File: config.mk
export PLATFORM = sky130hd
export DESIGN_NAME = pu_operand_feeder
export DESIGN_NICKNAME = d
export VERILOG_FILES = /design/src/rtl/pu_feeder_pkg.sv /design/src/rtl/pu_operand_buf.sv /design/src/rtl/pu_operand_feeder.sv
export SDC_FILE = /design/constraint.sdc
export NUM_CORES = 1
export LEC_CHECK = 0
export ABC_CLOCK_PERIOD_IN_PS = 12900
export CAP_MARGIN = 40
export CORE_MARGIN = 10
export CORE_UTILIZATION = 35
export DETAILED_ROUTE_END_ITERATION = 16
export PLACE_DENSITY = 0.48
export SKIP_LAST_GASP = 1
export SYNTH_ARGS = -nofsm -noshare
export SYNTH_HDL_FRONTEND = slang
export SYNTH_HIERARCHICAL = 1
export SYNTH_SLANG_ARGS = --single-unit
File: constraint.sdc
create_clock -name m_clk -period 12.9 [get_ports m_clk]
set_clock_uncertainty 0.05 [all_clocks]
set_input_delay 2.58 -clock m_clk [delete_from_list [all_inputs] [get_ports m_clk]]
set_output_delay 2.58 -clock m_clk [all_outputs]
set_load 0.02 [all_outputs]
File: src/rtl/pu_feeder_pkg.sv
// Shared types and constants for the process_unit operand feeder.
// The optional zero-pair skip is controlled by PU_FEEDER_ZERO_SKIP_EN in pu_operand_feeder.
package pu_feeder_pkg;

  localparam int DATA_W        = 16;
  localparam int ADDR_W        = 4;
  localparam int CNT_W         = 8;
  localparam int FETCH_CYC_DEF = 1;
  localparam int GAP_CYC_DEF   = 6;
  localparam int RES_WAIT_DEF  = 2;
  // Clock cycles one issued pair occupies: setup + fetch strobe + idle gap.
  localparam int PAIR_CYC      = 1 + FETCH_CYC_DEF + GAP_CYC_DEF;

  typedef enum logic [2:0] {
    S_IDLE,
    S_SETUP,
    S_FETCH,
    S_GAP,
    S_FINISH,
    S_WAIT,
    S_DONE
  } state_e;

endpackage

File: src/rtl/pu_operand_buf.sv
// Operand-pair register file: one synchronous write port, one asynchronous read port.
module pu_operand_buf #(
  parameter int DEPTH  = 16,
  parameter int ADDR_W = 4,
  parameter int WIDTH  = 32
) (
  input  logic              clk,
  input  logic              wr_en,
  input  logic [ADDR_W-1:0] wr_addr,
  input  logic [WIDTH-1:0]  wr_data,
  input  logic [ADDR_W-1:0] rd_addr,
  output logic [WIDTH-1:0]  rd_data
);

  logic [WIDTH-1:0] mem [DEPTH];

  // NOTE: storage arrays carry no reset; their contents are only read after a write.
  always_ff @(posedge clk) begin
    if (wr_en) mem[wr_addr] <= wr_data;
  end

  assign rd_data = mem[rd_addr];

endmodule

File: src/rtl/pu_operand_feeder.sv
// Issues buffered (a, b) pairs to a process_unit, then strobes finish and captures the sum.
// Define PU_FEEDER_ZERO_SKIP_EN to skip pairs with a zero operand and expose skip_cnt.
module pu_operand_feeder
  import pu_feeder_pkg::*;
#(
  parameter int DEPTH     = 1 << ADDR_W,
  parameter int FETCH_CYC = FETCH_CYC_DEF,
  parameter int GAP_CYC   = GAP_CYC_DEF,
  parameter int RES_WAIT  = RES_WAIT_DEF
) (
  input  logic              m_clk,
  input  logic              rst,
  input  logic              wr_en,
  input  logic [ADDR_W-1:0] wr_addr,
  input  logic [DATA_W-1:0] wr_a,
  input  logic [DATA_W-1:0] wr_b,
  input  logic              start,
  input  logic [ADDR_W:0]   len,
  output logic [DATA_W-1:0] pu_a,
  output logic [DATA_W-1:0] pu_b,
  output logic              pu_fetch_enable,
  output logic              pu_finish_enable,
  input  logic [DATA_W-1:0] pu_sum,
  output logic [DATA_W-1:0] result,
  output logic              busy,
  output logic              done
`ifdef PU_FEEDER_ZERO_SKIP_EN
  ,
  output logic [ADDR_W:0]   skip_cnt
`endif
);

  localparam int LEN_W = ADDR_W + 1;
  localparam logic [LEN_W-1:0] LEN_MAX    = LEN_W'(DEPTH);
  localparam logic [CNT_W-1:0] FETCH_LAST = CNT_W'(FETCH_CYC - 1);
  localparam logic [CNT_W-1:0] GAP_LAST   = CNT_W'((GAP_CYC > 0) ? GAP_CYC - 1 : 0);
  localparam logic [CNT_W-1:0] RES_LAST   = CNT_W'(RES_WAIT - 1);

  state_e              state_q, state_d;
  logic [CNT_W-1:0]    cnt_q, cnt_d;
  logic [LEN_W-1:0]    idx_q, idx_d, len_q, len_d, idx_inc;
  logic [DATA_W-1:0]   a_q, a_d, b_q, b_d, res_q, res_d;
  logic [DATA_W-1:0]   rd_a, rd_b;
  logic                more;
`ifdef PU_FEEDER_ZERO_SKIP_EN
  logic [LEN_W-1:0]    skip_q, skip_d;
`endif

  pu_operand_buf #(
    .DEPTH  (DEPTH),
    .ADDR_W (ADDR_W),
    .WIDTH  (2 * DATA_W)
  ) u_buf (
    .clk     (m_clk),
    .wr_en   (wr_en && (state_q == S_IDLE)),
    .wr_addr (wr_addr),
    .wr_data ({wr_a, wr_b}),
    .rd_addr (idx_q[ADDR_W-1:0]),
    .rd_data ({rd_a, rd_b})
  );

  assign idx_inc = idx_q + 1'b1;
  assign more    = idx_inc < len_q;

  // NOTE: every signal driven here gets a default first so no latch is inferred.
  always_comb begin
    state_d = state_q;
    cnt_d   = '0;
    idx_d   = idx_q;
    len_d   = len_q;
    a_d     = a_q;
    b_d     = b_q;
    res_d   = res_q;
`ifdef PU_FEEDER_ZERO_SKIP_EN
    skip_d  = skip_q;
`endif
    unique case (state_q)
      S_IDLE: begin
        if (start) begin
          len_d   = (len > LEN_MAX) ? LEN_MAX : len;
          idx_d   = '0;
          state_d = (len == '0) ? S_FINISH : S_SETUP;
`ifdef PU_FEEDER_ZERO_SKIP_EN
          skip_d  = '0;
`endif
        end
      end
      S_SETUP: begin
`ifdef PU_FEEDER_ZERO_SKIP_EN
        if (rd_a == '0 || rd_b == '0) begin
          idx_d   = idx_inc;
          skip_d  = skip_q + 1'b1;
          state_d = more ? S_SETUP : S_FINISH;
        end else
`endif
        begin
          a_d     = rd_a;
          b_d     = rd_b;
          state_d = S_FETCH;
        end
      end
      S_FETCH: begin
        if (cnt_q != FETCH_LAST) begin
          cnt_d = cnt_q + 1'b1;
        end else if (GAP_CYC == 0) begin
          idx_d   = idx_inc;
          state_d = more ? S_SETUP : S_FINISH;
        end else begin
          state_d = S_GAP;
        end
      end
      S_GAP: begin
        if (cnt_q != GAP_LAST) begin
          cnt_d = cnt_q + 1'b1;
        end else begin
          idx_d   = idx_inc;
          state_d = more ? S_SETUP : S_FINISH;
        end
      end
      S_FINISH: state_d = S_WAIT;
      S_WAIT: begin
        if (cnt_q != RES_LAST) begin
          cnt_d = cnt_q + 1'b1;
        end else begin
          res_d   = pu_sum;
          state_d = S_DONE;
        end
      end
      S_DONE:  state_d = S_IDLE;
      default: state_d = S_IDLE;
    endcase
  end

  // NOTE: state registers use non-blocking assignments so all flops update together.
  always_ff @(posedge m_clk or negedge rst) begin
    if (!rst) begin
      state_q <= S_IDLE;
      cnt_q   <= '0;
      idx_q   <= '0;
      len_q   <= '0;
      a_q     <= '0;
      b_q     <= '0;
      res_q   <= '0;
`ifdef PU_FEEDER_ZERO_SKIP_EN
      skip_q  <= '0;
`endif
    end else begin
      state_q <= state_d;
      cnt_q   <= cnt_d;
      idx_q   <= idx_d;
      len_q   <= len_d;
      a_q     <= a_d;
      b_q     <= b_d;
      res_q   <= res_d;
`ifdef PU_FEEDER_ZERO_SKIP_EN
      skip_q  <= skip_d;
`endif
    end
  end

  // Operands appear straight from the buffer during setup, then stay registered.
  assign pu_a             = (state_q == S_SETUP) ? rd_a : a_q;
  assign pu_b             = (state_q == S_SETUP) ? rd_b : b_q;
  assign pu_fetch_enable  = (state_q == S_FETCH);
  assign pu_finish_enable = (state_q == S_FINISH);
  assign busy             = !(state_q == S_IDLE || state_q == S_DONE);
  assign done             = (state_q == S_DONE);
  assign result           = res_q;
`ifdef PU_FEEDER_ZERO_SKIP_EN
  assign skip_cnt         = skip_q;
`endif

endmodule
==> results.sh, run 1 <==
export IMPL_antenna_found_initial=1
export IMPL_whs_path_depth=1
export IMPL_post_drt_via_cell_ratio=5.04
export IMPL_grt_overflow_total=0
export IMPL_arrival_ns=4.69
export IMPL_cts_root_buffer="clkbuf_16"
export IMPL_ir_drop_mv=0.0838
export IMPL_fin_total_pwr_mw=4.76
export IMPL_timing_rr_start="idx_q[0]"
export IMPL_worstSetupPathType="reg2out"
export IMPL_cts_hold_fix_buffers=0
export IMPL_r2r_cells=6
export IMPL_synth_compound_area_share_pct=2.81
export IMPL_clkTransAtPathRegs_ns=0.06
export IMPL_synth_top_family_by_area="multiplexers"
export IMPL_grt_max_degree=43
export IMPL_tns_ns=0
export IMPL_first_global_vias=11400
export IMPL_die_w_um=272
export IMPL_first_iter_violations=708
export IMPL_cts_tree="done"
export IMPL_async_reset_ff_share_pct=11.9
export IMPL_die_h_um=272
export IMPL_critPathCapture="pu_b[1]"
export IMPL_drive_gt1_share_pct=25.7
export IMPL_clockBufferDepth=3
export IMPL_fin_util_pct=42.2
export IMPL_hold_violations=0
export IMPL_nFillCells=5609
export IMPL_globalplace_congestion=0.706
export IMPL_multi_input_area_um2=5030
export IMPL_yosysSeqAreaShare_pct=76.8
export IMPL_synth_top_cell_area_share_pct=69.0
export IMPL_leakagePower_nw=8.44
export IMPL_grt_first_pass_wirelength_um=77800
export IMPL_syn_nets=1113
export IMPL_dieArea_um2=74100
export IMPL_syn_to_final_growth_pct=19.5
export IMPL_diodes=0
export IMPL_max_freq_mhz=137
export IMPL_cap_violations=0
export IMPL_drc=0
export IMPL_final_cells=2093
export IMPL_cts_resized=0
export IMPL_ys_warn_count=6
export IMPL_synth_seq_cells=581
export IMPL_fin_crit_sh_pct=56.8
export IMPL_wire_per_inst_um=24.9
export IMPL_dp_cells=1978
export IMPL_core_region_area_um2=63100
export IMPL_initial_core_util_pct=35.3
export IMPL_synth_xor_area_share_pct=0.432
export IMPL_synthAdderAreaFrac_pct=0.449
export IMPL_cp_end_kind="output port"
export IMPL_clkSinkCount=581
export IMPL_cts_setup_buffers=0
export IMPL_hold_class="reg2reg"
export IMPL_firstDrtPassIters=5
export IMPL_ys_top_cells_by_area="edfxtp_1 69%, mux4_2 13%, dfrtp_1 7.8%"
export IMPL_syn_area_per_cell_um2=21.3
export IMPL_crit_path_max_fanout=38
export IMPL_period_minus_slack_ns=7.32
export IMPL_r2r_end="b_q[4]"
export IMPL_num_vias=10600
export IMPL_numCtsBuffers=66
export IMPL_worst_pin_slew_ns=0.769
export IMPL_port_buffers=112
export IMPL_slew_limit_headroom_pct=48.8
export IMPL_num_rows=92
export IMPL_r2r_slack_ns=9.17
export IMPL_syn_area_um2=22300
export IMPL_hpwl_um=26500
export IMPL_synthMuxAreaShare_pct=15.5
export IMPL_worst_endpoint_required_ns=10.27
export IMPL_setup_viol=0
export IMPL_critPathLaunchType="flop"
export IMPL_grt_usage_pct=14.2
export IMPL_seq_area_um2=17100
export IMPL_synth_edf_count=512
export IMPL_ant_nets=0
export IMPL_synth_ff_type="edfxtp_1"
export IMPL_synth_cells=1044
export IMPL_ios=113
export IMPL_powerDensity_nw_per_um2=179
export IMPL_outcome="finished clean"
export IMPL_nNetsFinal=1269
export IMPL_yosysTopAreaCell="edfxtp_1"
export IMPL_synth_cell_type_count=50
export IMPL_synth_simple_area_share_pct=2.73
export IMPL_grt_setup_unrepaired="false"
export IMPL_drt_total_wl_um=52200
export IMPL_slew_viol_final=0
export IMPL_htree_levels=3
export IMPL_clk_insertion_delay_late_ns=0.58
export IMPL_critPathLaunch="idx_q[0]"
## critical path, cell delays in order (launching register included)
cell and delay, ns:
dfrtp_4 0.92, buf_4 0.68, buf_4 0.65, mux4_2 0.59, a22oi_1 0.20, nand2_1 0.13
mux2_2 0.29, clkdlybuf4s50_1 0.55
## report_power, final
group / switching [mW] / internal [mW] / leakage [nW]
clock: 0.717 / 1.05 / 0.980
combinational: 0.402 / 0.373 / 1.99
sequential: 0.0565 / 2.16 / 5.47
total: 1.18 / 3.58 / 8.44
## through the flow
step / worst slack, ns / hold slack [ns] / area, um2
after floorplan: 6.95 / 0.392 / 22300
after global placement: 6.07 / 0.423 / 24600
after detailed placement: 6.05 / 0.425 / 24600
after CTS: 5.41 / 0.438 / 26600
after global routing: 5.18 / 0.460 / 26600
final: 5.58 / 0.434 / 26600
## flip-flops by register name, indices dropped and copies added, names as in the netlist
signal and flops:
a_q 16, b_q 16, cnt_q 8, idx_q 5, len_q 5, result 16, state_q 3, u_buf/mem 512
## synthesized netlist by cell type, drive strengths merged (2+ instances only)
library cell and count:
nand4 2, nor2 24, nor3b 2, a211oi 2
mux2 51, o21ai 8, and2 5, xor2 5
nand2b 8, xnor2 6, edfxtp 512, nand3 11
nor3 8, a22oi 64, nand3b 3, buf 31
clkbuf 21, nand2 42, dfrtp 69, mux4 128
ha 8, nor2b 5, inv 10, nor4 2
o211ai 2
## cell families after synthesis
family,Yosys count
compound gates,85
xor+xnor,11
fa+ha+maj,8
buf+inv,62
flops,581
mux,179
simple gates,118
## metal layers
layer  vias to the layer above  track usage, %  wire length, um
met5                         -               0               11
met4                         2            3.82              721
met3                        58            2.66             2280
met2                       225            24.1            26400
met1                      5646            18.3            22800
li1                       4620               -                -
## cell type report
class | count | share of cell area [%]
well taps | 846 | 3.98
clock inverters | 24 | 0.771
inverters | 10 | 0.141
repair buffers | 140 | 5.07
flip-flops and latches | 581 | 64.3
multi-input cells | 401 | 18.9
clock buffers | 91 | 6.87
## how the worst min path moves through the flow
| stage | startpoint | to | slack [ns] |
|---|---|---|---|
| 6_report | b_q[3] | b_q[3] | 0.43 |
| 5_1_grt | b_q[3] | b_q[3] | 0.46 |
| 4_1_cts | len_q[0] | len_q[0] | 0.44 |
| 3_5_place_dp | len_q[0] | len_q[0] | 0.43 |
| 3_3_place_gp | len_q[2] | len_q[2] | 0.42 |
| 2_1_floorplan | len_q[0] | len_q[0] | 0.39 |
## cells in the final DEF, fill, tap and decap left out, types with 4 or more instances in the layout
cell | Yosys | final
a22oi_1 | 64 | 64
nor3_2 | 1 | 4
nor2_4 | 1 | 14
xor2_1 | 5 | 5
dfrtp_1 | 69 | 67
clkdlybuf4s50_1 | 0 | 111
clkbuf_1 | 20 | 20
edfxtp_1 | 512 | 512
nand3_1 | 10 | 10
inv_1 | 10 | 10
mux2_2 | 49 | 49
nand2_1 | 42 | 42
clkinv_2 | 0 | 4
mux4_2 | 128 | 128
o21ai_0 | 8 | 8
and2_1 | 5 | 4
ha_1 | 8 | 8
xnor2_1 | 6 | 6
nand2b_1 | 8 | 8
nor2_1 | 23 | 10
clkbuf_16 | 0 | 69
clkinv_1 | 0 | 10
buf_4 | 9 | 28
Power figures use the tool's default switching activity.
==> run 2: changes to the inputs <==
--- a/config.mk
+++ b/config.mk
@@ -5,12 +5,12 @@
 export SDC_FILE = /design/constraint.sdc
 export NUM_CORES = 1
 export LEC_CHECK = 0
-export ABC_CLOCK_PERIOD_IN_PS = 12900
+export ABC_CLOCK_PERIOD_IN_PS = 6150
 export CAP_MARGIN = 40
 export CORE_MARGIN = 10
 export CORE_UTILIZATION = 35
 export DETAILED_ROUTE_END_ITERATION = 16
-export PLACE_DENSITY = 0.48
+export PLACE_DENSITY = 0.5
 export SKIP_LAST_GASP = 1
 export SYNTH_ARGS = -nofsm -noshare
 export SYNTH_HDL_FRONTEND = slang
==> constraint.sdc (replaced) <==
create_clock -name m_clk -period 6.15 [get_ports m_clk]
set_clock_uncertainty 0.05 [all_clocks]
set_input_delay 1.23 -clock m_clk [delete_from_list [all_inputs] [get_ports m_clk]]
set_output_delay 1.23 -clock m_clk [all_outputs]
set_load 0.02 [all_outputs]
==> run 2 against run 1 <==
Worst setup slack got worse by 4.5 ns. Sequential share of layout area fell by 0.80 points. Combinational power up 110%. Cell count up 0.72%. Global-route usage is 0.22 points higher. Cell area increased by 1.3%. Sequential power rose by 110%. Die area unchanged. Critical endpoint is now pu_b[5]. Largest cell class unchanged. Highest routed layer unchanged.
==> results.sh, run 2 (synthesized netlist as in run 1, its figures left out) <==
export IMPL_whs_path_depth=2
export IMPL_num_rows=92
export IMPL_grt_usage_pct=14.4
export IMPL_critPathLaunchType="flop"
export IMPL_syn_to_final_growth_pct=21.0
export IMPL_clkSinkCount=581
export IMPL_drt_total_wl_um=53200
export IMPL_worst_pin_slew_ns=0.876
export IMPL_grt_setup_unrepaired="false"
export IMPL_crit_path_max_fanout=43
export IMPL_grt_first_pass_wirelength_um=78200
export IMPL_port_buffers=112
export IMPL_drc=0
export IMPL_cts_resized=0
export IMPL_nNetsFinal=1281
export IMPL_finalInstanceArea_um2=27000
export IMPL_die_h_um=272
export IMPL_cts_tree="done"
export IMPL_dp_cells=1990
export IMPL_grt_max_degree=47
export IMPL_arrival_ns=3.79
export IMPL_drive_gt1_share_pct=26.5
export IMPL_r2r_slack_ns=2.85
export IMPL_ir_drop_mv=0.199
export IMPL_firstDrtPassIters=5
export IMPL_nFillCells=5523
export IMPL_worst_endpoint_required_ns=4.87
export IMPL_ant_nets=0
export IMPL_setup_viol=0
export IMPL_switchingPower_mw=2.50
export IMPL_slew_viol_final=0
export IMPL_hold_class="reg2reg"
export IMPL_top_register="u_buf/mem"
export IMPL_cp_end_kind="output port"
export IMPL_num_vias=10800
export IMPL_ios=113
export IMPL_powerDensity_nw_per_um2=372
export IMPL_dieArea_um2=74100
export IMPL_layout_common_cells="512 x edfxtp_1, 128 x mux4_2, 111 x clkdlybuf4s50_1"
export IMPL_power_frac_seq_pct=46.3
export IMPL_clk_insertion_delay_late_ns=0.60
export IMPL_outcome="finished clean"
export IMPL_wire_per_inst_um=25.2
export IMPL_htree_levels=3
export IMPL_fin_crit_sh_pct=82.5
export IMPL_clockBufferDepth=3
export IMPL_internal_power_mw=7.54
export IMPL_cts_setup_buffers=0
export IMPL_largest_reg_flops=512
export IMPL_period_minus_slack_ns=5.07
export IMPL_antenna_found_initial=3
export IMPL_slew_limit_headroom_pct=41.5
export IMPL_cts_root_buffer="clkbuf_16"
export IMPL_core_region_area_um2=63100
export IMPL_post_drt_via_cell_ratio=5.12
export IMPL_cts_hold_fix_buffers=0
export IMPL_grt_overflow_total=0
export IMPL_hold_violations=0
export IMPL_first_global_vias=11400
export IMPL_dpl_instance_area_um2=24900
export IMPL_worstSetupPathType="reg2out"
export IMPL_numCtsBuffers=66
export IMPL_die_w_um=272
export IMPL_cap_violations=0
export IMPL_hpwl_um=30800
export IMPL_leakagePower_nw=8.58
export IMPL_max_freq_mhz=197
export IMPL_switching_share_pct=24.9
export IMPL_diodes=0
export IMPL_final_cells=2108
export IMPL_globalplace_congestion=0.704
export IMPL_clkTransAtPathRegs_ns=0.06
export IMPL_first_iter_violations=765
export IMPL_tns_ns=0
export IMPL_r2r_cells=5
export IMPL_layout_commonest_cell="edfxtp_1"
export IMPL_p_comb_share_pct=16.3
export IMPL_clockPowerShare_pct=37.3
export IMPL_initial_core_util_pct=35.3
run 2: per-stage QoR:
stage	power [mW]	util, %	hold WS (ns)	setup WS [ns]
after floorplan	5.66	-	0.392	1.55
after global placement	6.40	39.0	0.430	1.59
after detailed placement	6.42	39.5	0.426	1.62
after CTS	10.2	42.7	0.439	0.963
after global routing	10.5	42.7	0.459	0.817
final	10.0	42.7	0.434	1.08
run 2: power by group through the flow:
stage                     Sequential (mW)  Clock (mW)  Combinational (mW)
after floorplan                      4.73           0               0.927
after global placement               4.73           0                1.66
after detailed placement             4.73           0                1.68
after CTS                            4.66        3.86                1.69
after global routing                 4.68        4.03                1.77
final                                4.65        3.75                1.64
run 2: metal layers:
metal | wire, um | GRT usage (%)
met5 | 33 | 0
met4 | 1020 | 3.76
met3 | 2660 | 3.01
met2 | 26100 | 23.7
met1 | 23400 | 19.1
run 2: worst paths after layout:
kind	startpoint	end
min in group asynchronous	rst	cnt_q[6]
max in group asynchronous	rst	b_q[7]
min	len_q[2]	len_q[2]
min reg2reg	len_q[2]	len_q[2]
max	idx_q[0]	pu_b[5]
max reg2reg	state_q[2]	u_buf/mem[2][16]
run 2: area by class of cell:
cell class | instances | area, um2 | area share [%]
flip-flops and latches | 581 | 17100 | 63.5
inverters | 10 | 37.5 | 0.139
repair buffers | 152 | 1650 | 6.14
multi-input cells | 401 | 5030 | 18.7
clock buffers | 86 | 1780 | 6.60
clock inverters | 32 | 288 | 1.07
well taps | 846 | 1060 | 3.93
run 2: critical path: stages, from the launching register on:
cell             delay (ns)
dfrtp_4                0.93
buf_12                 0.41
mux4_2                 0.55
a22oi_1                0.24
nand2_1                0.15
mux2_2                 0.30
clkdlybuf4s50_1        0.54
==> run 3: changes to the inputs <==
--- a/config.mk
+++ b/config.mk
@@ -5,7 +5,7 @@
 export SDC_FILE = /design/constraint.sdc
 export NUM_CORES = 1
 export LEC_CHECK = 0
-export ABC_CLOCK_PERIOD_IN_PS = 6150
+export ABC_CLOCK_PERIOD_IN_PS = 4600
 export CAP_MARGIN = 40
 export CORE_MARGIN = 10
 export CORE_UTILIZATION = 35
==> constraint.sdc (replaced) <==
create_clock -name m_clk -period 4.6 [get_ports m_clk]
set_clock_uncertainty 0.05 [all_clocks]
set_input_delay 0.92 -clock m_clk [delete_from_list [all_inputs] [get_ports m_clk]]
set_output_delay 0.92 -clock m_clk [all_outputs]
set_load 0.02 [all_outputs]
==> run 3 against run 2 <==
Power rose by 32%. Clock power rose by 29%. Critical endpoint is now pu_a[9]. Sequential share of layout area rose by 0.38 points. Wire length fell by 1.4%. Non-clock buffer count rose by 2. Cell area fell by 0.59%. Critical path depth did not move.
==> results.sh, run 3 (synthesized netlist as in run 1, its figures left out) <==
export IMPL_outcome="finished clean"
export IMPL_clk_insertion_delay_late_ns=0.61
export IMPL_final_cells=2104
export IMPL_initial_core_util_pct=35.3
export IMPL_worst_endpoint_required_ns=3.63
export IMPL_htree_levels=2
export IMPL_r2r_slack_ns=1.54
export IMPL_top_register="u_buf/mem"
export IMPL_cap_violations=0
export IMPL_clockBufferDepth=3
export IMPL_globalplace_congestion=0.686
export IMPL_first_iter_violations=747
export IMPL_worst_path_max_delay_cell="dfrtp_4"
export IMPL_critPathBufInv=2
export IMPL_multi_input_area_um2=5030
export IMPL_dieArea_um2=74100
export IMPL_crit_path_max_fanout=19
export IMPL_max_freq_mhz=228
export IMPL_p_comb_share_pct=16.6
export IMPL_numCtsBuffers=60
export IMPL_holdWs_ns=0.237
export IMPL_ant_nets=0
export IMPL_num_rows=92
export IMPL_hold_class="in2async"
export IMPL_internal_power_mw=9.98
export IMPL_first_global_vias=11500
export IMPL_clockPowerShare_pct=36.6
export IMPL_num_vias=10700
export IMPL_grt_max_degree=45
export IMPL_cp_top_family="buffers and inverters"
export IMPL_layout_commonest_cell="edfxtp_1"
export IMPL_hold_violations=0
export IMPL_drc=0
export IMPL_ios=113
export IMPL_die_w_um=272
export IMPL_switching_share_pct=24.8
export IMPL_die_h_um=272
export IMPL_slew_limit_headroom_pct=52.1
export IMPL_cts_setup_buffers=1
export IMPL_cts_tree="done"
export IMPL_grt_first_pass_wirelength_um=78600
export IMPL_wire_per_inst_um=24.9
export IMPL_grt_overflow_total=0
export IMPL_period_minus_slack_ns=4.39
export IMPL_core_region_area_um2=63100
export IMPL_arrival_ns=3.42
export IMPL_largest_reg_flops=512
export IMPL_cts_resized=0
export IMPL_leakagePower_nw=8.53
export IMPL_powerDensity_nw_per_um2=495
export IMPL_diodes=0
export IMPL_layout_common_cells="512 x edfxtp_1, 128 x mux4_2, 111 x clkdlybuf4s50_1"
export IMPL_clkSinkCount=581
export IMPL_cp_end_kind="output port"
export IMPL_worstSetupPathType="reg2out"
export IMPL_slew_viol_final=0
export IMPL_cp_slowest_stage_delay_ns=0.74
export IMPL_nFillCells=5569
export IMPL_nNetsFinal=1277
export IMPL_setup_viol=0
export IMPL_drive_gt1_share_pct=26.9
export IMPL_port_buffers=112
export IMPL_syn_to_final_growth_pct=20.3
export IMPL_cts_hold_fix_buffers=0
export IMPL_seq_area_um2=17100
export IMPL_post_drt_via_cell_ratio=5.09
export IMPL_critPathLaunchType="flop"
export IMPL_antenna_found_initial=4
export IMPL_firstDrtPassIters=4
export IMPL_dp_cells=1991
export IMPL_cts_root_buffer="clkbuf_16"
export IMPL_hpwl_um=28300
export IMPL_switchingPower_mw=3.29
export IMPL_tns_ns=0
export IMPL_grt_usage_pct=14.2
export IMPL_power_frac_seq_pct=46.8
export IMPL_path_cells="buf_4 -> mux4_2 -> a22oi_1 -> nand2_1 -> mux2_2 -> clkdlybuf4s50_1"
export IMPL_ir_drop_mv=0.273
export IMPL_drt_total_wl_um=52400
export IMPL_worst_pin_slew_ns=0.719
export IMPL_clkTransAtPathRegs_ns=0.06
export IMPL_fin_crit_sh_pct=95.4
export IMPL_grt_setup_unrepaired="false"
[run 3: metrics by stage]
step	setup WS [ns]	cell area (um2)	power, mW	util, %
after floorplan	0.312	22300	7.56	-
after global placement	0.578	24800	8.56	39.3
after detailed placement	0.547	24800	8.58	39.3
after CTS	0.100	26800	13.5	42.5
after global routing	0.00772	26800	13.9	42.5
final	0.210	26800	13.3	42.5
[run 3: worst paths after layout]
path / depth (start not counted) / endpoint / from
max: 6 / pu_a[9] / idx_q[0]
min: 1 / cnt_q[7] / rst
max reg2reg: 5 / u_buf/mem[3][19] / state_q[1]
min reg2reg: 1 / b_q[4] / b_q[4]
max in group asynchronous: 2 / a_q[0] / rst
min in group m_clk: 1 / b_q[4] / b_q[4]
[run 3: power groups by stage]
stage / Combinational (mW) / Sequential (mW) / Clock, mW
after floorplan: 1.24 / 6.32 / 0
after global placement: 2.24 / 6.32 / 0
after detailed placement: 2.25 / 6.33 / 0
after CTS: 2.27 / 6.21 / 5.00
after global routing: 2.40 / 6.25 / 5.23
final: 2.21 / 6.21 / 4.85
[run 3: cell type report]
| class | instances | area share, % |
|---|---|---|
| well taps | 846 | 3.95 |
| multi-input cells | 401 | 18.8 |
| clock inverters | 29 | 1.19 |
| repair buffers | 154 | 5.91 |
| clock buffers | 83 | 6.19 |
| flip-flops and latches | 581 | 63.9 |
| inverters | 10 | 0.140 |
[run 3: metal layers]
metal / track usage [%] / vias up / share of wire (%)
li1: - / 4661 / -
met1: 19.1 / 5727 / 45
met2: 23.2 / 252 / 49
met3: 3.01 / 70 / 5.1
met4: 3.52 / 8 / 1.8
met5: 0 / - / 0.11
